File: src/rtl/instruction_encoder.sv
// rtl/instruction_encoder.sv - packs instruction fields into 16-bit words and writes them to instruction RAM
// Optional feature macro: IMM_RANGE_CHECK_EN (reject IMM values outside -128..127).
module instruction_encoder #(
   parameter int ADDR_W = 8,
   parameter int DEPTH  = 256
) (
   input  logic              clk,
   input  logic              reset,
   input  logic              in_valid,
   output logic              in_ready,
   input  logic [1:0]        in_kind,
   input  logic [3:0]        in_op,
   input  logic [3:0]        in_ext,
   input  logic [3:0]        in_rdest,
   input  logic [3:0]        in_rsrc,
   input  logic [15:0]       in_imm,
   input  logic              load_base,
   input  logic [ADDR_W-1:0] base_addr,
   output logic              mem_we,
   output logic [ADDR_W-1:0] mem_addr,
   output logic [15:0]       mem_wdata,
   output logic              err,
   output logic              full,
   output logic [ADDR_W:0]   count
);

   localparam logic [1:0] KIND_RTYPE = 2'b00;
   localparam logic [1:0] KIND_IMM   = 2'b01;
   localparam logic [1:0] KIND_MEM   = 2'b10;

   localparam logic [3:0] OP_RTYPE = 4'b0000;
   localparam logic [3:0] OP_MEM   = 4'b0100;
   localparam logic [3:0] EXT_LOAD = 4'b0000;
   localparam logic [3:0] EXT_STOR = 4'b0100;

   localparam logic [ADDR_W:0] DEPTH_C = (ADDR_W+1)'(DEPTH);

   typedef enum logic [1:0] {
      IDLE  = 2'b00,
      CHECK = 2'b01,
      WRITE = 2'b10,
      ERR   = 2'b11
   } state_t;

   state_t state, state_next;

   logic [1:0]  kind_q;
   logic [3:0]  op_q;
   logic [3:0]  ext_q;
   logic [3:0]  rdest_q;
   logic [3:0]  rsrc_q;
`ifdef IMM_RANGE_CHECK_EN
   logic [15:0] imm_q;
`else
   logic [7:0]  imm_q;
   logic        unused_imm_hi;
`endif

   logic            transfer;
   logic            imm_ok;
   logic            legal;
   logic [15:0]     word;
   logic [ADDR_W:0] count_inc;

   function automatic logic imm_op_legal(input logic [3:0] op);
      case (op)
         4'b0001, 4'b0010, 4'b0011, 4'b0101,
         4'b0110, 4'b1001, 4'b1011, 4'b1110: imm_op_legal = 1'b1;
         default:                            imm_op_legal = 1'b0;
      endcase
   endfunction

   // load_base takes priority over a bundle, so it blocks the handshake outright.
   assign in_ready  = (state == IDLE) && !full && !load_base;
   assign transfer  = in_valid && in_ready;
   assign mem_we    = (state == WRITE);
   assign err       = (state == ERR);
   assign count_inc = count + (ADDR_W+1)'(1);

`ifdef IMM_RANGE_CHECK_EN
   assign imm_ok = (imm_q[15:8] == {8{imm_q[7]}});
`else
   assign imm_ok        = 1'b1;
   assign unused_imm_hi = ^in_imm[15:8];
`endif

   always_comb begin
      word  = 16'h0000;
      legal = 1'b0;
      case (kind_q)
         KIND_RTYPE: begin
            word  = {OP_RTYPE, rdest_q, ext_q, rsrc_q};
            legal = 1'b1;
         end
         KIND_IMM: begin
            word  = {op_q, rdest_q, imm_q[7:0]};
            legal = imm_op_legal(op_q) && imm_ok;
         end
         KIND_MEM: begin
            word  = {OP_MEM, rdest_q, ext_q, rsrc_q};
            legal = (ext_q == EXT_LOAD) || (ext_q == EXT_STOR);
         end
         default: begin
            word  = 16'h0000;
            legal = 1'b0;
         end
      endcase
   end

   always_comb begin
      state_next = state;
      case (state)
         IDLE:    if (transfer) state_next = CHECK;
         CHECK:   state_next = legal ? WRITE : ERR;
         WRITE:   state_next = IDLE;
         ERR:     state_next = IDLE;
         default: state_next = IDLE;
      endcase
   end

   always_ff @(posedge clk or posedge reset) begin
      if (reset) begin
         state <= IDLE;
      end else begin
         state <= state_next;
      end
   end

   always_ff @(posedge clk or posedge reset) begin
      if (reset) begin
         kind_q  <= 2'b00;
         op_q    <= 4'h0;
         ext_q   <= 4'h0;
         rdest_q <= 4'h0;
         rsrc_q  <= 4'h0;
         imm_q   <= '0;
      end else if (transfer) begin
         kind_q  <= in_kind;
         op_q    <= in_op;
         ext_q   <= in_ext;
         rdest_q <= in_rdest;
         rsrc_q  <= in_rsrc;
`ifdef IMM_RANGE_CHECK_EN
         imm_q   <= in_imm;
`else
         imm_q   <= in_imm[7:0];
`endif
      end
   end

   // Address, count and full only move on load_base (IDLE) or a completed write.
   always_ff @(posedge clk or posedge reset) begin
      if (reset) begin
         mem_addr  <= '0;
         mem_wdata <= 16'h0000;
         count     <= '0;
         full      <= 1'b0;
      end else begin
         case (state)
            IDLE: begin
               if (load_base) begin
                  mem_addr <= base_addr;
                  count    <= '0;
                  full     <= 1'b0;
               end
            end
            CHECK: begin
               if (legal) mem_wdata <= word;
            end
            WRITE: begin
               mem_addr <= mem_addr + ADDR_W'(1);
               count    <= count_inc;
               full     <= (count_inc == DEPTH_C);
            end
            default: ;
         endcase
      end
   end

endmodule

File: config.mk
export PLATFORM = sky130hd
export DESIGN_NAME = instruction_encoder
export DESIGN_NICKNAME = d
export VERILOG_FILES = /design/src/rtl/instruction_encoder.sv
export SDC_FILE = /design/constraint.sdc
export NUM_CORES = 1
export LEC_CHECK = 0
export CAP_MARGIN = 10
export CORE_MARGIN = 2
export CORE_UTILIZATION = 45
export DETAILED_ROUTE_END_ITERATION = 16
export GPL_TIMING_DRIVEN = 0
export PLACE_DENSITY = 0.76
export RECOVER_POWER = 50
export SYNTH_ARGS = -nofsm -noshare
export SYNTH_HDL_FRONTEND = slang
export SYNTH_SLANG_ARGS = --single-unit
export TNS_END_PERCENT = 100
File: constraint.sdc
create_clock -name clk -period 2.9 [get_ports clk]
set_input_delay 0.58 -clock clk [delete_from_list [all_inputs] [get_ports clk]]
set_output_delay 0.58 -clock clk [all_outputs]
set_load 0.1 [all_outputs]
==> impl_metrics.tcl <==
set metrics [dict create \
    status "finished, final reports clean" \
    core_um2 6314 \
    cp_slowest_cell "dlygate4sd2_1" \
    die_y_um 84.70 \
    rsz0062_at_grt "false" \
    r2r_cells 7 \
    drt_pass1_iterations 5 \
    drtIter0Drc 59 \
    dp.cells 411 \
    ys.flop_type "dfrtp_1" \
    critPathRequiredTime_ps 2320 \
    end_kind "output pin" \
    synth_cells 260 \
    grt_overflow 0 \
    synth-seq-cells 62 \
    cts_buffer_depth 2 \
    cp_slowest_stage_delay_ps 880 \
    grt_usage_pct 18.85 \
    startpoint "state[0]$_DFFE_PP0P_" \
    critical_path_depth 2 \
    io_buffers 73 \
    dieWidth_um 84.70 \
    grt_pass1_wl_um 10620 \
    r2r_start "op_q[0]$_DFFE_PP0P_" \
    cap_violations 0 \
    post_cts_buffers 0 \
    skew_ps 5.823 \
    path_class "flop to output pin" \
    drive_above_1_share_pct 19.14 \
    clock-root-buffer "clkbuf_8" \
    crit_path_cell_trace "nor4_4 > dlygate4sd2_1" \
    ios 83 \
    wirelength_um 6384 \
    fin_crit_ps 2576 \
    antenna_found_initial 0 \
    htree_levels 3 \
    cts_buffers 9 \
    antenna_cells 0 \
    dp_hpwl_um 4434 \
    yosysWarnings 0 \
    clk_pin_slew_ps 70 \
    syn_to_final_growth_pct 35.06 \
    synth.avg_cell_area_um2 11.27 \
    crit_buf_inv 1 \
    max_freq_mhz 388.2 \
    grt_max_degree 39 \
    ant_nets 0 \
    path_max_fanout 8 \
    holdBufCountCts 0 \
    viasPerCell 5.489 \
    syn_nets 310 \
    async_reset_ff_share_pct 100.0 \
    layoutNonFillerInstCount 427 \
    clock_latency_ps 330 \
    worst_slew_pin_slew_ps 1466 \
    hp-class "flop to flop" \
    ys_seq_area_share_pct 52.95 \
    cp_top_family "buffers and inverters" \
    rows 29 \
    synth_edf_count 0 \
    start_util_pct 46.41 \
    crit_end "in_ready" \
    cts_tree "done" \
    wl_per_cell_um 14.95 \
    grt_pass1_vias 2272 \
    synth_area_um2 2930 \
    setup_viol_count_final 0 \
    synth_cell_types 39 \
    critPathLaunchType "flop" \
    nets 395 \
    drc 0 \
    drv_slew 0 \
    cts.sinks 62 \
    rrSetupSlack_ps 720 \
    vias 2344 \
    r2r-end "mem_wdata[11]$_DFFE_PP0P_" \
    fin_crit_sh_pct 88.84 \
    routabilityCongestion 0.7466 \
    die_area_um2 7173 \
    maxSlewHeadroom_pct 2.178 \
    hold_ws_ps 505.7 \
    hold_viol 0 \
    arrival_ps 2000 \
]
through the flow:
step | TNS, ps | instance area (um2) | setup WS, ps | util [%]
CTS | 0 | 3970 | 37.09 | 62.88
finish | 0 | 3958 | 323.8 | 62.68
detailed placement | 0 | 3787 | 73.39 | 59.99
global placement | -20240 | 3767 | -516.7 | 59.67
floorplan | 0 | 2940 | 130.1 | -
global route | 0 | 3958 | 229.5 | 62.68
cell families after synthesis:
| group | share of synthesized area [%] |
|---|---|
| AO/OA/AOI/OAI | 12.98 |
| AND/OR/NAND/NOR | 11.74 |
| multiplexers | 16.65 |
| flip-flops | 52.95 |
| XOR/XNOR | 0.2989 |
| adder cells (fa/ha/maj) | 1.708 |
| buffers and inverters | 3.672 |
flip-flops by register name (all words and copies together) (netlist names):
signal / count
op_q: 4
mem_addr: 8
rsrc_q: 4
count: 9
kind_q: 2
imm_q: 8
ext_q: 4
state: 2
full: 1
mem_wdata: 16
rdest_q: 4
worst min-delay path by stage:
| stage | start | to | cells after the start |
|---|---|---|---|
| floorplan | imm_q[4]$_DFFE_PP0P_ | mem_wdata[4]$_DFFE_PP0P_ | 1 |
| global placement | rdest_q[0]$_DFFE_PP0P_ | mem_wdata[8]$_DFFE_PP0P_ | 1 |
| detailed placement | mem_wdata[10]$_DFFE_PP0P_ | mem_wdata[10]$_DFFE_PP0P_ | 1 |
| CTS | rdest_q[1]$_DFFE_PP0P_ | rdest_q[1]$_DFFE_PP0P_ | 1 |
| global route | rdest_q[0]$_DFFE_PP0P_ | mem_wdata[8]$_DFFE_PP0P_ | 1 |
| finish | mem_wdata[12]$_DFFE_PP0P_ | mem_wdata[12]$_DFFE_PP0P_ | 1 |
cell type report:
type | count | area, um2
fillers | 544 | 2356
flip-flops and latches | 62 | 1553
multi-input cells | 172 | 1275
repair buffers | 74 | 739.5
clock buffers | 13 | 168.9
well taps | 77 | 96.34
inverters | 17 | 63.81
plain buffers | 9 | 43.79
clock inverters | 3 | 17.52
Yosys cell counts, drive strengths merged (5+ instances only):
master,number,area (um2)
mux2,38,427.9
o22a,5,43.79
nand2,18,70.07
nand3,6,30.03
nor2,18,67.56
a21oi,9,45.04
dfrtp,62,1551
a22o,6,55.05
clkbuf,6,22.52
nand3b,6,45.04
inv,15,56.30
o21ai,18,90.09
nor3,5,25.02
mux2i,6,60.06
o22ai,7,50.05
nand2b,5,33.78
placed cells by master (no fill, tap or decap), types with 7 or more instances in the layout:
cell type        netlist  final
a21oi_1                9      9
clkbuf_1               6      7
clkbuf_8               0     12
clkdlybuf4s50_1        0     69
dfrtp_1               62     61
inv_1                 15     15
mux2_2                38     38
nand2_1               17     18
nor2_1                18     18
o21ai_0               18     18
metal layers:
layer	share of wire (%)	track usage, %
met1	42	23.96
met2	49	30.64
met3	7.7	5.605
met4	1.3	6.926
met5	0	0
what timing repair did:
item,4_1_cts,5_1_grt
hold endpoints to repair,0,0
endpoints found under the setup margin,3,2
pin swaps,0,0
gates resized for setup,3,4
Power is not shown: default switching activity piles up to over one toggle a cycle in this logic, so the estimate is an artifact.
